===== src/rtl/bram_reduce_pkg.sv =====
// Shared encodings for the bram_reduce block: reduction modes, FSM states
// and pl_status bit positions.
package bram_reduce_pkg;

  typedef enum logic [2:0] {
    MODE_MAXU = 3'b000,
    MODE_MAXS = 3'b001,
    MODE_MINU = 3'b010,
    MODE_MINS = 3'b011,
    MODE_SUM  = 3'b100
  } mode_e;

  typedef enum logic [2:0] {
    S_IDLE,
    S_CHECK,
    S_READ,
    S_DRAIN,
    S_WRITE,
    S_WRITE_IDX,
    S_DONE
  } state_e;

  localparam int unsigned ST_DONE    = 0;
  localparam int unsigned ST_BUSY    = 1;
  localparam int unsigned ST_ERR     = 2;
  localparam int unsigned ST_IDX_LSB = 16;
  localparam int unsigned ST_IDX_W   = 16;

  // Modes 101..111 are reserved and rejected in CHECK.
  function automatic logic mode_legal(input logic [2:0] m);
    return (m <= MODE_SUM);
  endfunction

endpackage


===== src/rtl/bram_reduce_if.sv =====
// PS register and BRAM port-B signal bundle for bram_reduce.
// slave: the reduction engine; master: the PS/BRAM environment.
interface bram_reduce_if #(
  parameter int DATA_WIDTH = 32,
  parameter int DEPTH      = 2048,
  parameter int LEN_WIDTH  = 16
);
  localparam int ADDR_WIDTH = $clog2(DEPTH) + 2;

  logic [31:0]           ps_control;
  logic [ADDR_WIDTH-1:0] ps_base;
  logic [LEN_WIDTH-1:0]  ps_len;
  logic [ADDR_WIDTH-1:0] ps_dest;
  logic [31:0]           pl_status;
  logic [ADDR_WIDTH-1:0] bram_addr;
  logic [DATA_WIDTH-1:0] bram_wrdata;
  logic [DATA_WIDTH-1:0] bram_rddata;
  logic [3:0]            bram_we;

  modport slave (
    input  ps_control, ps_base, ps_len, ps_dest, bram_rddata,
    output pl_status, bram_addr, bram_wrdata, bram_we
  );

  modport master (
    output ps_control, ps_base, ps_len, ps_dest, bram_rddata,
    input  pl_status, bram_addr, bram_wrdata, bram_we
  );
endinterface


===== src/rtl/bram_reduce_alu.sv =====
// Combinational reduction step: folds one data word into the accumulator.
// take_o marks a strictly better max/min candidate (ties keep the earlier word).
module bram_reduce_alu
  import bram_reduce_pkg::*;
#(
  parameter int DATA_WIDTH = 32
) (
  input  logic [2:0]            mode_i,
  input  logic [DATA_WIDTH-1:0] acc_i,
  input  logic [DATA_WIDTH-1:0] data_i,
  output logic [DATA_WIDTH-1:0] next_acc_o,
  output logic                  take_o
);

  // Compare or add according to mode; illegal modes leave acc unchanged.
  always_comb begin
    take_o     = 1'b0;
    next_acc_o = acc_i;
    case (mode_i)
      MODE_MAXU: take_o = (data_i > acc_i);
      MODE_MAXS: take_o = ($signed(data_i) > $signed(acc_i));
      MODE_MINU: take_o = (data_i < acc_i);
      MODE_MINS: take_o = ($signed(data_i) < $signed(acc_i));
      MODE_SUM:  next_acc_o = acc_i + data_i;
      default:   ;
    endcase
    if (take_o) next_acc_o = data_i;
  end

endmodule


===== src/rtl/bram_reduce.sv =====
// bram_reduce: streams a BRAM window through port B, reduces it (max/min/sum)
// and writes the result back. Optional macro BRAM_REDUCE_INDEX_EN adds
// winning-offset tracking, a status field and a second result write.
module bram_reduce
  import bram_reduce_pkg::*;
#(
  parameter int DATA_WIDTH = 32,
  parameter int DEPTH      = 2048,
  parameter int LEN_WIDTH  = 16
) (
  input  logic         clk,
  input  logic         reset,
  bram_reduce_if.slave bus
);

  localparam int ADDR_WIDTH = $clog2(DEPTH) + 2;
  localparam int IW         = ADDR_WIDTH - 2;
  localparam int EW         = LEN_WIDTH + ADDR_WIDTH;

  state_e                state_q, state_d;
  logic [2:0]            mode_q;
  logic [IW-1:0]         base_q, dest_q;
  logic [LEN_WIDTH-1:0]  len_q, cnt_q;
  logic                  rd_valid_q;
  logic [DATA_WIDTH-1:0] acc_q, acc_init;
  logic                  err_q;
  logic                  start, cfg_err, last_issue, alu_take;
  logic [DATA_WIDTH-1:0] alu_acc;
  logic [IW-1:0]         rd_idx;
  logic                  unused_cfg;
`ifdef BRAM_REDUCE_INDEX_EN
  logic [LEN_WIDTH-1:0]  off_q, idx_q;
`endif

  assign start      = bus.ps_control[0];
  assign rd_idx     = base_q + IW'(cnt_q);
  assign last_issue = (cnt_q == len_q - LEN_WIDTH'(1));
  assign unused_cfg = ^{bus.ps_control[31:4], bus.ps_base[1:0], bus.ps_dest[1:0]};

  bram_reduce_alu #(.DATA_WIDTH(DATA_WIDTH)) u_alu (
    .mode_i     (mode_q),
    .acc_i      (acc_q),
    .data_i     (bus.bram_rddata),
    .next_acc_o (alu_acc),
    .take_o     (alu_take)
  );

  // Job validation on the latched configuration (window end checked unwrapped).
  always_comb begin
    cfg_err = !mode_legal(mode_q) || (len_q == '0)
           || (EW'(base_q) + EW'(len_q) > EW'(DEPTH))
           || ((IW+1)'(dest_q) >= (IW+1)'(DEPTH));
`ifdef BRAM_REDUCE_INDEX_EN
    cfg_err = cfg_err || ((IW+1)'(dest_q) + (IW+1)'(1) >= (IW+1)'(DEPTH));
`endif
  end

  // Identity element of the selected reduction.
  always_comb begin
    acc_init = '0;
    case (mode_q)
      MODE_MAXS: acc_init[DATA_WIDTH-1] = 1'b1;
      MODE_MINU: acc_init = '1;
      MODE_MINS: begin
        acc_init = '1;
        acc_init[DATA_WIDTH-1] = 1'b0;
      end
      default: acc_init = '0;
    endcase
  end

  // State register.
  always_ff @(posedge clk or negedge reset) begin
    if (!reset) state_q <= S_IDLE;
    else        state_q <= state_d;
  end

  // Next-state logic.
  always_comb begin
    state_d = state_q;
    case (state_q)
      S_IDLE:  if (start) state_d = S_CHECK;
      S_CHECK: state_d = cfg_err ? S_DONE : S_READ;
      S_READ:  if (last_issue) state_d = S_DRAIN;
      S_DRAIN: state_d = S_WRITE;
`ifdef BRAM_REDUCE_INDEX_EN
      S_WRITE:     state_d = S_WRITE_IDX;
      S_WRITE_IDX: state_d = S_DONE;
`else
      S_WRITE:     state_d = S_DONE;
`endif
      S_DONE:  if (!start) state_d = S_IDLE;
      default: state_d = S_IDLE;
    endcase
  end

  // Port-B drive decoded from state so write enable falls with reset at once.
  always_comb begin
    bus.bram_addr   = '0;
    bus.bram_wrdata = '0;
    bus.bram_we     = '0;
    case (state_q)
      S_READ:  bus.bram_addr = {rd_idx, 2'b00};
      S_WRITE: begin
        bus.bram_addr   = {dest_q, 2'b00};
        bus.bram_wrdata = acc_q;
        bus.bram_we     = '1;
      end
`ifdef BRAM_REDUCE_INDEX_EN
      S_WRITE_IDX: begin
        bus.bram_addr   = {dest_q + IW'(1), 2'b00};
        bus.bram_wrdata = DATA_WIDTH'(idx_q);
        bus.bram_we     = '1;
      end
`endif
      default: ;
    endcase
  end

  // Status word; only meaningful fields are shown while in DONE.
  always_comb begin
    bus.pl_status          = '0;
    bus.pl_status[ST_DONE] = (state_q == S_DONE);
    bus.pl_status[ST_ERR]  = err_q && (state_q == S_DONE);
    bus.pl_status[ST_BUSY] = state_q inside {S_CHECK, S_READ, S_DRAIN, S_WRITE, S_WRITE_IDX};
`ifdef BRAM_REDUCE_INDEX_EN
    if (state_q == S_DONE) bus.pl_status[ST_IDX_LSB +: ST_IDX_W] = ST_IDX_W'(idx_q);
`endif
  end

  // Config capture, read sequencing and accumulation (data lands one cycle after issue).
  always_ff @(posedge clk or negedge reset) begin
    if (!reset) begin
      mode_q     <= '0;
      base_q     <= '0;
      len_q      <= '0;
      dest_q     <= '0;
      cnt_q      <= '0;
      rd_valid_q <= 1'b0;
      acc_q      <= '0;
      err_q      <= 1'b0;
`ifdef BRAM_REDUCE_INDEX_EN
      off_q      <= '0;
      idx_q      <= '0;
`endif
    end else begin
      rd_valid_q <= (state_q == S_READ);
`ifdef BRAM_REDUCE_INDEX_EN
      off_q      <= cnt_q;
`endif
      case (state_q)
        S_IDLE: begin
          err_q <= 1'b0;
          if (start) begin
            mode_q <= bus.ps_control[3:1];
            base_q <= bus.ps_base[ADDR_WIDTH-1:2];
            len_q  <= bus.ps_len;
            dest_q <= bus.ps_dest[ADDR_WIDTH-1:2];
          end
        end
        S_CHECK: begin
          err_q <= cfg_err;
          acc_q <= acc_init;
          cnt_q <= '0;
`ifdef BRAM_REDUCE_INDEX_EN
          idx_q <= '0;
`endif
        end
        S_READ:  cnt_q <= cnt_q + LEN_WIDTH'(1);
        default: ;
      endcase
      if (rd_valid_q) begin
        acc_q <= alu_acc;
`ifdef BRAM_REDUCE_INDEX_EN
        if (alu_take) idx_q <= off_q;
`endif
      end
    end
  end

endmodule


===== src/flat_wrapper.sv =====
// flat-port wrapper written by rule: the top's interface ports become plain ports
module bram_reduce_flat import bram_reduce_pkg::*;
#(
  parameter int DATA_WIDTH = 32,
  parameter int DEPTH      = 2048,
  parameter int LEN_WIDTH  = 16
)
  (clk, reset, bus_ps_control, bus_ps_base, bus_ps_len, bus_ps_dest, bus_bram_rddata, bus_pl_status, bus_bram_addr, bus_bram_wrdata, bus_bram_we);
  bram_reduce_if #(.DATA_WIDTH(DATA_WIDTH), .DEPTH(DEPTH), .LEN_WIDTH(LEN_WIDTH)) bus_i ();
  input  logic clk;
  input  logic reset;
  input wire logic [$bits(bus_i.ps_control)-1:0] bus_ps_control;
  input wire logic [$bits(bus_i.ps_base)-1:0] bus_ps_base;
  input wire logic [$bits(bus_i.ps_len)-1:0] bus_ps_len;
  input wire logic [$bits(bus_i.ps_dest)-1:0] bus_ps_dest;
  input wire logic [$bits(bus_i.bram_rddata)-1:0] bus_bram_rddata;
  output wire logic [$bits(bus_i.pl_status)-1:0] bus_pl_status;
  output wire logic [$bits(bus_i.bram_addr)-1:0] bus_bram_addr;
  output wire logic [$bits(bus_i.bram_wrdata)-1:0] bus_bram_wrdata;
  output wire logic [$bits(bus_i.bram_we)-1:0] bus_bram_we;
  assign bus_i.ps_control = bus_ps_control;
  assign bus_i.ps_base = bus_ps_base;
  assign bus_i.ps_len = bus_ps_len;
  assign bus_i.ps_dest = bus_ps_dest;
  assign bus_i.bram_rddata = bus_bram_rddata;
  assign bus_pl_status = bus_i.pl_status;
  assign bus_bram_addr = bus_i.bram_addr;
  assign bus_bram_wrdata = bus_i.bram_wrdata;
  assign bus_bram_we = bus_i.bram_we;
  bram_reduce #(.DATA_WIDTH(DATA_WIDTH), .DEPTH(DEPTH), .LEN_WIDTH(LEN_WIDTH)) u_core (.clk(clk), .reset(reset), .bus(bus_i));
endmodule

===== config.mk =====
export PLATFORM = sky130hd
export DESIGN_NAME = bram_reduce_flat
export DESIGN_NICKNAME = d
export VERILOG_FILES = /design/src/rtl/bram_reduce_pkg.sv /design/src/rtl/bram_reduce_if.sv /design/src/rtl/bram_reduce_alu.sv /design/src/rtl/bram_reduce.sv /design/src/flat_wrapper.sv
export SDC_FILE = /design/constraint.sdc
export NUM_CORES = 1
export LEC_CHECK = 0
export CAP_MARGIN = 20
export CORE_MARGIN = 4
export CORE_UTILIZATION = 40
export DETAILED_ROUTE_END_ITERATION = 10
export PLACE_DENSITY_LB_ADDON = 0.1
export SETUP_SLACK_MARGIN = 0.4
export SLEW_MARGIN = 20
export SYNTH_ARGS = -nofsm -noshare
export SYNTH_HDL_FRONTEND = slang
export SYNTH_SLANG_ARGS = --single-unit

===== constraint.sdc =====
create_clock -name clk -period 3.8 [get_ports clk]
set_clock_uncertainty 0.2 [all_clocks]
set_input_delay 0.38 -clock clk [delete_from_list [all_inputs] [get_ports clk]]
set_output_delay 0.38 -clock clk [all_outputs]
set_load 0.1 [all_outputs]

==> results of run 1 <==
## path summary, 6_finish.rpt
path	from	to	slack (ns)	cells past startpoint
hold reg to reg	u_core.err_q	u_core.err_q	0.31	2
setup reg to reg	u_core.acc_q[0]	u_core.acc_q[30]	0.34	13
setup / recovery	u_core.acc_q[0]	u_core.acc_q[30]	0.34	13
min in group asynchronous	reset	u_core.acc_q[11]	0.39	2
hold / removal	bus_bram_rddata[10]	u_core.acc_q[10]	0.27	3
max in group asynchronous	reset	u_core.cnt_q[2]	2.28	3
## critical path, stage by stage, from the launching register on
cell and delay, ns:
dfrtp_1 0.38, ha_2 0.20, inv_2 0.04, fa_2 0.35
o21ba_4 0.21, or4_4 0.45, a32oi_4 0.23, a311oi_4 0.17
o41ai_4 0.29, a21oi_2 0.10, o31a_1 0.28, o21bai_4 0.14
mux2i_1 0.24, a21oi_2 0.07
## cells in the final DEF, fill, tap and decap left out, types with 10 or more instances in the layout
master           synthesis  routed
ha_4                     0      13
o22ai_1                 24      22
mux2_2                  37      37
dfrtp_1                 94      89
and2_1                  38      37
xnor2_1                 44      44
conb_1                   1      31
o21a_1                  10      10
inv_1                   75      74
nor2b_1                 12      10
nor3_1                  24      22
ha_1                    86      71
o21bai_1                12      12
a21oi_1                 81      73
a31oi_1                 12      10
a21oi_2                  2      10
buf_4                   35     147
nand2_1                 71      70
nor2_1                 108     107
xor2_1                  20      20
o21ai_0                 63      52
clkbuf_16                0      10
nand3_1                 17      17
clkdlybuf4s50_1          0      64
nand2b_1                10      10
## area by class of cell
class | count | area (sq um)
fillers | 2024 | 9560
multi-input cells | 834 | 6140
flip-flops and latches | 94 | 2360
repair buffers | 236 | 2130
well taps | 275 | 344
inverters | 75 | 282
clock buffers | 11 | 253
clock inverters | 5 | 86.3
## metal layers
layer | GRT usage | up-vias | routed length (microns) | share of wire
met5 | 0 | - | 0 | 0
met4 | 0.0392 | 0 | 271 | 0.011
met3 | 0.0298 | 19 | 833 | 0.032
met2 | 0.368 | 128 | 13300 | 0.52
met1 | 0.252 | 3891 | 11200 | 0.44
li1 | - | 4035 | - | -
## registers in the layout, summed over array words and instances, names as in the netlist
name / flops
u_core.dest_q: 11
u_core.acc_q: 32
u_core.state_q: 3
u_core.rd_valid_q: 1
u_core.base_q: 11
u_core.cnt_q: 16
u_core.err_q: 1
u_core.len_q: 16
u_core.mode_q: 3
## power by group through the flow
stage | clock network, W | logic, W | registers [W]
floorplan | 0 | 0.00588 | 0.00181
global placement | 0 | 0.00776 | 0.00208
detailed placement | 0 | 0.00777 | 0.00209
CTS | 0.00109 | 0.00801 | 0.00207
global route | 0.00112 | 0.00935 | 0.00214
finish | 0.00105 | 0.00860 | 0.00206
## stage by stage
stage          worst slack, ns  power [W]   util  instance area, sq um
2_1_floorplan            0.252    0.00769      -                  8820
3_3_place_gp            -0.146    0.00983  0.499                 10500
3_5_place_dp            -0.188    0.00986  0.499                 10500
4_1_cts                  0.227     0.0112  0.523                 11100
5_1_grt                  0.199     0.0126  0.548                 11600
6_report                 0.339     0.0117  0.548                 11600
## cells by family after synthesis
logic type	Yosys count	synth area share
AO/OA/AOI/OAI	284	0.216
flip-flops	94	0.271
multiplexers	43	0.0551
other	1	0.000432
adder cells (fa/ha/maj)	89	0.131
AND/OR/NAND/NOR	322	0.178
buffers and inverters	155	0.0839
XOR/XNOR	64	0.0646
## timing repair
item                                   4_1_cts  5_1_grt
pin swaps                                   13       32
gates resized for setup                     24       58
hold buffers                                 1        0
setup buffers                                6       20
endpoints found under the hold margin       44        0
cloned                                       1        2
setup endpoints to repair                   35       37
==> metrics, run 1 <==
status=finished, final reports clean; GPL Wtd Cong=approximately 0.9; Post-synth EDFFs=0; first-pass GRT wire length=39.6 mm; Synth area leader=dfrtp_1; most frequent cell after synthesis=nor2_1; Die Wd=approximately 160 microns; final setup fails=0; TritonCTS Buffers=9; #FFs+latches synth=94; Req. time, crit path=roughly 3.8 ns; max cap viols=0; relative slew slack=0.524; fmax=between 200 and 300 MHz; kind of critical path=flip-flop to flip-flop; layout cells sized above 1=0.237; CP arrival=~3.5 ns; Final Hold Violating Endpoints=0; num rows=between 50 and 60; Core Area=approximately 0.021 sq mm; Leakage=between 5 and 6 nW; I/O pin total=~190; Flop pwr share=0.176; worst-margin pin slew=between 0.7 and 0.8 ns; Worst Hold Slack=approximately 0.27 ns; Die ar.=roughly 0.024 sq mm; Initial Util=0.410; Cell variety after synth=76; post-DR wirelength/cell=16.8 microns; Commonest cells post-synth=nor2_1, dfrtp_1, ha_1; Final nets=between 1,000 and 1,500; Synth-to-Final Area Change=33.5%; worst skew pair latency=0.35 ns; CTS tree=done; logic gate share of total power=0.734; fin crit share=0.911; CP max FO=3; post-route insts no fill=between 1,500 and 2,000; FFs w/ async S/R, synth=1.00; vias in the first global route=a little under 8,000; syn avg cell area=a little over 8 sq um; sw frac=0.520; Final ANT Viol Nets=0; CTS Sinks=94; CTS Buffer Depth=2; drt total wl=between 20 and 30 mm; initial antenna violation count=0; Syn Std Cell Area=between 0.008 and 0.009 sq mm; Internal=~0.0056 W; top-area cell type share of the netlist area=0.271; YS warnings=0; detailed-route via count=between 8,000 and 9,000; Seq/Total Area, Yosys=0.271; Sw Pwr=approximately 0.0061 W; DR pass1 iterations=5; final setup TNS=0 ns; largest net degree at the start of global routing=about 50; Hold WC Path Type=input pin to flip-flop; H-Tree Depth=3; starting DRC count in detailed routing=391; CTS root buffer=clkbuf_16; Via density=approximately 5.3; clock share of power=0.090; ys flop type=dfrtp_1; grt total ovfl=0; Placed Cells=~1,500; HPWL Detailed=19.1 mm; drt drc=0; fin. max-slew vios=0; PwrDens=just over 1000 mW/mm^2; Die Y=between 150 and 200 microns; Port Buffers=125; RSZ-0062 raised after global routing=true; # diodes=0; post-synthesis cell count=approximately 1,100; Worst setup SP type=flip-flop; top cells by area, synth=dfrtp_1, ha_1, mux2_2; maximum vdd drop=0.571 mV; Reg clk slew, reported paths=around 0.07 ns; min cycle time layout=~3.5 ns; Tot GR Track Use=0.201; crit end category=flip-flop
No activity file was read; power rests on OpenSTA's default activity.
==> inputs of run 2 (changes only) <==
--- a/config.mk
+++ b/config.mk
@@ -15,3 +15,4 @@
 export SYNTH_ARGS = -nofsm -noshare
 export SYNTH_HDL_FRONTEND = slang
 export SYNTH_SLANG_ARGS = --single-unit
+export TNS_END_PERCENT = 100
==> constraint.sdc (replaced) <==
create_clock -name clk -period 4.15 [get_ports clk]
set_clock_uncertainty 0.2 [all_clocks]
set_input_delay 0.415 -clock clk [delete_from_list [all_inputs] [get_ports clk]]
set_output_delay 0.415 -clock clk [all_outputs]
set_load 0.1 [all_outputs]
==> metrics, run 2 (synthesis results as in run 1) <==
Tot GR Track Use=0.198; CP arrival=3.70 ns; crit end category=flip-flop; drt total wl=between 20 and 25 mm; PwrDens=just over 900 mW/mm^2; DR pass1 iterations=5; DP Area=between 0.01 and 0.015 sq mm; Die Wd=between 150 and 200 microns; Final nets=about 1,400; sw frac=0.549; grt total ovfl=0; largest net degree at the start of global routing=55; relative slew slack=0.352; CTS Sinks=94; maximum vdd drop=between 0.3 and 0.4 mV; Synth-to-Final Area Change=21.2%; Reg with most FFs=u_core.acc_q; commonest non-fill, non-tap cells in the layout=nor2_1, dfrtp_1, buf_4; Leakage=between 4 and 5 nW; final setup TNS=0 ns; Die ar.=approximately 0.024 sq mm; starting DRC count in detailed routing=between 300 and 400; initial antenna violation count=0; fin area=0.0105 sq mm; detailed-route via count=7,779; RSZ-0062 raised after global routing=true; CTS Buffer Depth=2; biggest regs=u_core.acc_q: 32 flops, u_core.cnt_q: 16 flops, u_core.len_q: 16 flops; Sw Pwr=approximately 0.0053 W; Die Y=~160 microns; most common cell after layout, fill and taps aside=nor2_1; worst skew pair latency=about 0.36 ns; Final ANT Viol Nets=0; first-pass GRT wire length=39.0 mm; Initial Util=0.410; max cap viols=0; CTS tree=done; HPWL Detailed=between 15 and 20 mm; Via density=5.32; status=finished, final reports clean; CP max FO=2; num rows=53; Worst Slack Setup Final=approximately 0.5 ns; Final Hold Violating Endpoints=0; clock share of power=0.087; TritonCTS Buffers=9; fin crit share=0.881; layout cells sized above 1=0.149; Hold WC Path Type=flip-flop to flip-flop; Fillers=around 2,100; CTS root buffer=clkbuf_16; Flop pwr share=0.199; Reg clk slew, reported paths=about 0.070 ns; kind of critical path=input pin to flip-flop; pre-CTS WS=~0.040 ns; # diodes=0; H-Tree Depth=3; fmax=between 200 and 300 MHz; logic gate share of total power=0.714; GPL Wtd Cong=between 0.9 and 1; post-DR wirelength/cell=16.5 microns; drt drc=0; Req. time, crit path=approximately 4.2 ns; fin. max-slew vios=0; Port Buffers=around 130; vias in the first global route=around 7,500; Worst setup SP type=input pin; Largest register FFs=32; min cycle time layout=approximately 3.7 ns; I/O pin total=189; Core Area=roughly 0.021 sq mm; final setup fails=0; worst-margin pin slew=slightly below 1 ns; Internal=approximately 0.0043 W
run 2: changes by cell type in the layout (fill, tap and decap cells not counted), sizes merged:
cell           change
clkdlybuf4s50     +13
a21o               -1
clkbuf             -2
bufinv             -2
clkinv             +1
buf               -70
dlygate4sd2        -2
dlymetal6s2s       -8
inv                +2
run 2: timing repair:
item                                    4_1_cts  5_1_grt
setup buffers                                 0        2
endpoints found under the setup margin        0       11
gates resized for setup                       0       14
hold buffers                                  1        0
endpoints found under the hold margin        52        0
run 2: critical path, stage by stage:
cell and delay (ns):
clkdlybuf4s50_1 0.48, ha_1 0.17, inv_1 0.06, fa_2 0.35, o21ba_1 0.20, or4_4 0.44, a32oi_4 0.29, a311oi_4 0.16
o41ai_4 0.30, a21oi_2 0.11, o31a_1 0.28, o21bai_4 0.14, mux2i_1 0.23, a21oi_2 0.07
run 2: routing by layer:
layer / vias to the layer above / routed length [microns] / track usage
li1: 3891 / - / -
met1: 3675 / 10400 / 0.249
met2: 181 / 12100 / 0.349
met3: 32 / 1110 / 0.0337
met4: 0 / 537 / 0.0588
met5: - / 0 / 0
run 2: layout make-up:
cell class              instances  area (sq um)  area share
inverters                      75           282      0.0268
well taps                     275           344      0.0327
flip-flops and latches         94          2360       0.224
clock inverters                 6          51.3     0.00488
repair buffers                168          1470       0.140
multi-input cells             833          5780       0.549
clock buffers                  10           239      0.0227
run 2: final timing paths:
| path | from | end | slack (ns) | cells after the start |
|---|---|---|---|---|
| hold / removal | u_core.err_q | u_core.err_q | 0.31 | 2 |
| setup reg to reg | u_core.acc_q[0] | u_core.acc_q[30] | 0.63 | 13 |
| min in group asynchronous | reset | u_core.acc_q[8] | 0.45 | 2 |
| setup / recovery | bus_bram_rddata[0] | u_core.acc_q[30] | 0.50 | 14 |
| hold reg to reg | u_core.err_q | u_core.err_q | 0.31 | 2 |
| max in group asynchronous | reset | u_core.base_q[1] | 2.48 | 3 |
run 2: per-stage QoR:
stage,instances,hold WS [ns],total power [W],utilization
final,1461,0.311,0.00959,0.497
after global routing,1461,0.338,0.0104,0.497
after CTS,1459,0.315,0.00959,0.494
after detailed placement,1442,0.297,0.00871,0.480
after global placement,1442,0.291,0.00866,0.480
after floorplan,1082,-0.0806,0.00703,-
run 2: power by group through the flow:
stage                     Clock (W)  Combinational (W)  Sequential, W
after floorplan                   0            0.00537        0.00166
after global placement            0            0.00676        0.00191
after detailed placement          0            0.00678        0.00192
after CTS                  0.000870            0.00682        0.00191
after global routing       0.000907            0.00753        0.00199
final                      0.000837            0.00685        0.00190
==> inputs of run 3 (changes only) <==
--- a/config.mk
+++ b/config.mk
@@ -5,7 +5,6 @@
 export SDC_FILE = /design/constraint.sdc
 export NUM_CORES = 1
 export LEC_CHECK = 0
-export CAP_MARGIN = 20
 export CORE_MARGIN = 4
 export CORE_UTILIZATION = 40
 export DETAILED_ROUTE_END_ITERATION = 10
==> results of run 3 <==
Final layout, timing and power as in run 2 (identical DEF).
